## config.mk

```make
export PLATFORM = sky130hd
export DESIGN_NAME = mavg_channel_scheduler
export DESIGN_NICKNAME = d
export VERILOG_FILES = /design/src/rtl/mavg_channel_scheduler.sv
export SDC_FILE = /design/constraint.sdc
export NUM_CORES = 1
export LEC_CHECK = 0
export CORE_MARGIN = 3
export CORE_UTILIZATION = 50
export DETAILED_ROUTE_END_ITERATION = 10
export PLACE_DENSITY = 0.68
export SLEW_MARGIN = 10
export SYNTH_ARGS = -nofsm -noshare
export SYNTH_HDL_FRONTEND = slang
export SYNTH_SLANG_ARGS = --single-unit
```

## constraint.sdc

```tcl
create_clock -name clk -period 10.33 [get_ports clk]
set_clock_uncertainty 0.1 [all_clocks]
set_input_delay 2.066 -clock clk [delete_from_list [all_inputs] [get_ports clk]]
set_output_delay 2.066 -clock clk [all_outputs]
set_load 0.1 [all_outputs]
```

## src/rtl/mavg_channel_scheduler.sv

```systemverilog
// Multi-channel moving-average engine. One shared window RAM and one
// accumulator-update datapath serve NUM_CH independent sample streams.
// A round-robin arbiter picks one pending channel at a time. A 4-state FSM
// then walks it through RAM read, accumulate/write and output.
//
// Handshakes (both sides strict valid/ready):
//   x side: a sample on channel c transfers on a rising edge where
//           x_valid[c] && x_ready[c]. x_ready is one-hot, combinational, and
//           only ever high in IDLE. x_valid may drop freely while ungranted.
//   y side: y_valid/y_data/y_ch are held stable until the edge where
//           y_valid && y_ready, which completes the transfer.
module mavg_channel_scheduler #(
    parameter int NUM_CH     = 4,
    parameter int WIND_WIDTH = 4,
    parameter int DATA_WIDTH = 16
) (
    input  logic                         clk,
    input  logic                         reset_n,
    input  logic [NUM_CH*DATA_WIDTH-1:0] x_data,
    input  logic [NUM_CH-1:0]            x_valid,
    output logic [NUM_CH-1:0]            x_ready,
    input  logic [NUM_CH-1:0]            ch_clear,
    output logic [DATA_WIDTH-1:0]        y_data,
    output logic [$clog2(NUM_CH)-1:0]    y_ch,
    output logic                         y_valid,
    input  logic                         y_ready,
    output logic                         busy
);

    localparam int CH_W       = $clog2(NUM_CH);
    localparam int WIND_DEPTH = 2 ** WIND_WIDTH;
    localparam int ACC_W      = DATA_WIDTH + WIND_WIDTH;
    localparam int ADDR_W     = CH_W + WIND_WIDTH;
    localparam int RAM_WORDS  = NUM_CH * WIND_DEPTH;
    localparam logic [WIND_WIDTH-1:0] PTR_MAX = WIND_WIDTH'(WIND_DEPTH - 1);

    typedef enum logic [1:0] {
        S_IDLE   = 2'd0,
        S_READ   = 2'd1,
        S_UPDATE = 2'd2,
        S_OUT    = 2'd3
    } state_t;

    state_t state;
    state_t state_nxt;

    // Per-channel state
    logic [ACC_W-1:0]      acc [NUM_CH];
    logic [WIND_WIDTH-1:0] ptr [NUM_CH];
    logic [NUM_CH-1:0]     full;
    logic [NUM_CH-1:0]     pending_clr;

    // In-flight transaction
    logic [CH_W-1:0]       rr_ptr;
    logic [CH_W-1:0]       ch_q;
    logic [DATA_WIDTH-1:0] x_q;
    logic                  out_ok;

    // Shared window RAM
    logic [DATA_WIDTH-1:0] ram [RAM_WORDS];
    logic [DATA_WIDTH-1:0] ram_dout;
    logic [ADDR_W-1:0]     ram_addr;
    logic                  ram_we;

    // Arbitration / clear selection
    logic                  clr_any;
    logic [CH_W-1:0]       clr_idx;
    logic [NUM_CH-1:0]     clr_mask;
    logic                  win_found;
    logic [CH_W-1:0]       win_idx;
    logic                  grant_fire;
    logic [ACC_W-1:0]      old_val;

    // Lowest-index pending clear; iterate downward so the lowest set bit wins.
    always_comb begin
        clr_idx = '0;
        for (int i = NUM_CH - 1; i >= 0; i--) begin
            if (pending_clr[i]) begin
                clr_idx = CH_W'(i);
            end
        end
        clr_any = |pending_clr;
    end

    // Round-robin winner starting at rr_ptr; downward scan keeps the closest offset.
    always_comb begin
        logic [CH_W-1:0] idx;
        win_idx   = '0;
        win_found = 1'b0;
        idx       = '0;
        for (int i = NUM_CH - 1; i >= 0; i--) begin
            idx = rr_ptr + CH_W'(i);
            if (x_valid[idx]) begin
                win_found = 1'b1;
                win_idx   = idx;
            end
        end
    end

    // Grant, clear mask and datapath helpers; clears always pre-empt samples.
    always_comb begin
        grant_fire = (state == S_IDLE) && !clr_any && win_found;
        clr_mask   = '0;
        if ((state == S_IDLE) && clr_any) begin
            clr_mask[clr_idx] = 1'b1;
        end
        x_ready = '0;
        if (grant_fire && reset_n) begin
            x_ready[win_idx] = 1'b1;
        end
        ram_addr = {ch_q, ptr[ch_q]};
        ram_we   = (state == S_UPDATE);
        old_val  = full[ch_q] ? ACC_W'(ram_dout) : '0;
    end

    // Output presentation; everything reads zero unless a result is offered.
    always_comb begin
        busy    = (state != S_IDLE);
        y_valid = (state == S_OUT) && out_ok;
        y_data  = y_valid ? acc[ch_q][ACC_W-1:WIND_WIDTH] : '0;
        y_ch    = y_valid ? ch_q : '0;
    end

    // FSM state register.
    always_ff @(posedge clk or negedge reset_n) begin
        if (!reset_n) begin
            state <= S_IDLE;
        end else begin
            state <= state_nxt;
        end
    end

    // FSM next-state: grant -> read -> update -> out -> idle.
    always_comb begin
        state_nxt = state;
        case (state)
            S_IDLE:   if (grant_fire) state_nxt = S_READ;
            S_READ:   state_nxt = S_UPDATE;
            S_UPDATE: state_nxt = S_OUT;
            S_OUT:    if (!out_ok || y_ready) state_nxt = S_IDLE;
            default:  state_nxt = S_IDLE;
        endcase
    end

    // Window RAM: synchronous read issued in READ, data consumed in UPDATE.
    always_ff @(posedge clk) begin
        if (ram_we) begin
            ram[ram_addr] <= x_q;
        end
        ram_dout <= ram[ram_addr];
    end

    // Per-channel state, capture registers and clear servicing.
    always_ff @(posedge clk or negedge reset_n) begin
        if (!reset_n) begin
            for (int c = 0; c < NUM_CH; c++) begin
                acc[c] <= '0;
                ptr[c] <= '0;
            end
            full        <= '0;
            pending_clr <= '0;
            rr_ptr      <= '0;
            ch_q        <= '0;
            x_q         <= '0;
            out_ok      <= 1'b0;
        end else begin
            // New pulses stay sticky even if the same channel is cleared now.
            pending_clr <= (pending_clr & ~clr_mask) | ch_clear;
            case (state)
                S_IDLE: begin
                    if (clr_any) begin
                        acc[clr_idx]  <= '0;
                        ptr[clr_idx]  <= '0;
                        full[clr_idx] <= 1'b0;
                    end else if (win_found) begin
                        ch_q   <= win_idx;
                        x_q    <= x_data[win_idx*DATA_WIDTH +: DATA_WIDTH];
                        rr_ptr <= win_idx + CH_W'(1);
                    end
                end
                S_UPDATE: begin
                    acc[ch_q] <= acc[ch_q] + ACC_W'(x_q) - old_val;
                    ptr[ch_q] <= ptr[ch_q] + WIND_WIDTH'(1);
                    if (ptr[ch_q] == PTR_MAX) begin
                        full[ch_q] <= 1'b1;
                    end
                    out_ok <= full[ch_q] | (ptr[ch_q] == PTR_MAX);
                end
                default: begin
                end
            endcase
        end
    end

endmodule

```

==> metrics.md <==
| Metric | Value |
|---|---|
| Vias after detailed routing | roughly 29,000 |
| Placed inst area | 48,800 µm² |
| Pre-CTS setup slack | around 2.4 ns |
| Post-CTS sizing | 0 |
| Crit path time final | 7.94 ns |
| Buffers on Ports | 98 |
| CTS Buf Count | 113 |
| CP endpoint kind | output port |
| Drt pass-1 iters | 6 |
| Htree depth | 3 |
| Hold Violations, Final | 0 |
| Share of cells above drive strength 1 | 0.114 |
| Hold-fix buffers, CTS | 0 |
| Most used cell, CP | clkdlybuf4s50_1 |
| Fin nets | 3,259 |
| Crit path max-delay cell type | clkdlybuf4s50_1 |
| Routed wire per std cell | a little over 30 µm |
| Max-slew violations | 0 |
| Tot Pwr | 0.0134 W |
| # rows | 110 |
| Critical path class | in2out |
| Final non-filler cell area | 52,300 µm² |
| Delay of the slowest critical-path stage | around 0.97 ns |
| Clk slew on worst S/H paths | 0.05 ns |
| RSZ-0062 raised after global routing | no |
| CP required | 8.16 ns |
| HP Class | reg2reg |
| # Max-Cap Violations | 0 |
| Die X | about 310 µm |
| Syn nets | 3,104 |
| I/O pin count | 99 |
| Largest net degree at the start of global routing | 93 |
| Starting Density | 0.508 |
| Initial DRC Count | 4,527 |
| Full die area | 95,800 µm² |
| WHS | ~0.38 ns |
| Fill count | 6,842 |
| Warnings, synthesis | 0 |
| Final worst-path cycle share | 0.768 |
| Synthesized area | 46,100 µm² |
| Root Buffer | clkbuf_16 |
| Worst vdd ir | approximately 0.15 mV |
| Synth Area per Inst | 15.4 µm² |
| Synth Flop Type | edfxtp_1 |
| Actual slew at the worst max-slew pin | 1.33 ns |
| DP Wirelength | slightly below 80,000 µm |
| Final wirelength | 136,000 µm |
| TritonCTS clock tree | built |
| EDFF count, synth | 1,024 |
| Global route total overflow | 0 |
| Worst-Skew Late Latency | 0.71 ns |
| Post-CTS Setup Bufs | 0 |
| Final Wtd Congestion | 0.914 |
| Setup TNS Final | 0 ns |
| Register area share after synthesis | 0.743 |
| Area of the multi-input gates | 10,800 µm² |
| Max frequency | between 0.1 and 0.15 GHz |
| Worst path cell trace | clkdlybuf4s50_1 -> a21o_1 -> a21oi_1 -> o22a_1 -> buf_4 -> clkinv_1 -> ha_1 -> and3_1 -> clkdlybuf4s50_1 |
| Post-route setup slack | roughly 2.4 ns |
| First-pass GRT wire length | approximately 200,000 µm |
| Layout area overhead | 13.5% |
| Core area | 90,700 µm² |
| Die height | 310 µm |
| Register Area | roughly 34,000 µm² |
| Gr usage total | 0.281 |
| Leak | 17.2 nW |
| # setup viols final | 0 |
| Vias in the first global route | between 20,000 and 30,000 |
| Vias/cell | ~6.6 |
| Initial antenna violation count | 5 |
| Critical Path AT | 5.77 ns |
| Synth unique cells | 75 |
| Startpoint Class | input pin |
| Crit path max fanout | 35 |
| Routed Antenna Nets | 0 |
| Drt drc | 0 |
| Pwr dens | 256 nW/µm² |
| Clk buf depth | 3 |
| Most frequent cells in the layout | 1,024 x edfxtp_1, 288 x a22oi_1, 204 x nand2_1 |
| Synth async-reset ratio | 0.109 |
| CTS Sinks | ~1,200 |
| Slew HR | 0.113 |
| Status | finished clean |
| Cell count after synthesis | about 3,000 |
| Flops & latches, synth | about 1,200 |
| Commonest non-fill, non-tap cell in the layout | edfxtp_1 |
==> registers in the layout, summed over array words and instances, names as in the netlist <==
signal	count
ram_dout	16
full	4
ch_q	2
x_q	16
rr_ptr	2
state	2
pending_clr	4
acc	80
ram	1024
ptr	16
out_ok	1
==> power breakdown <==
group,internal [W],switching (W)
Combinational,0.00119,0.00269
Clock,0.00210,0.00176
Sequential,0.00547,0.000155
==> stage by stage <==
step,std cells,util
floorplan,2984,-
global placement,4200,0.539
detailed placement,4200,0.539
CTS,4409,0.576
global route,4410,0.577
finish,4412,0.577
==> critical path: cells and delay by family <==
family	cells	cell delay, ns
buf+inv	4	2.56
fa+ha+maj	1	0.50
compound gates	3	0.46
simple gates	1	0.17
==> worst paths after layout <==
path | start | end | slack, ns | cells after the start
hold reg to reg | acc[39] | acc[39] | 0.38 | 2
min in group asynchronous | reset_n | acc[0] | 1.27 | 1
max in group asynchronous | reset_n | ch_q[0] | 7.42 | 2
setup reg to reg | ch_q[1] | ram[49][0] | 4.46 | 9
setup / recovery | x_valid[1] | x_ready[0] | 2.39 | 9
hold / removal | acc[39] | acc[39] | 0.38 | 2
==> synth_stat cells, types with 20 or more instances <==
library cell | n | area, µm²
inv_1 | 76 | 285
nand4_1 | 22 | 138
edfxtp_1 | 1024 | 30700
a41oi_1 | 34 | 298
dfrtp_1 | 127 | 3180
nand2_1 | 204 | 766
buf_2 | 20 | 100
a22o_1 | 92 | 806
clkbuf_1 | 130 | 488
nor2_1 | 163 | 612
and3_1 | 21 | 131
a221oi_1 | 50 | 438
o211ai_1 | 21 | 158
o21ai_0 | 81 | 405
buf_1 | 31 | 116
a22oi_1 | 288 | 2160
mux2i_1 | 73 | 731
ha_1 | 29 | 363
a31oi_1 | 65 | 407
nand3_1 | 40 | 200
and2_1 | 28 | 175
a21oi_1 | 99 | 495
mux4_2 | 23 | 518
==> per-layer routing <==
layer | vias to the layer above | global-route usage | share of wire
met4 | 2 | 0.116 | 0.044
met3 | 322 | 0.0616 | 0.12
li1 | 12100 | - | -
met5 | - | 0 | 0.000095
met2 | 2013 | 0.440 | 0.46
met1 | 14600 | 0.386 | 0.38
==> cell families (layout without fill, tap and decap cells) <==
logic type	Yosys count	in the layout	share of synthesized area
other	0	3	0
xor gates and xnor gates	18	18	0.00342
and+or+nand+nor	555	555	0.0551
muxes	116	116	0.0322
adders and majority gates	45	45	0.0148
buffers and inverters	265	514	0.0228
DFF	1167	1167	0.743
AOI/OAI and AO/OA	818	818	0.128
==> final cells by class <==
cell class / count / area share
inverters: 79 / 0.00572
repair buffers: 226 / 0.0376
diodes: 3 / 0.000144
well taps: 1176 / 0.0281
flip-flops and latches: 1167 / 0.655
multi-input cells: 1552 / 0.207
clock buffers: 144 / 0.0573
clock inverters: 65 / 0.00859
(Power assumes the default switching activity.)
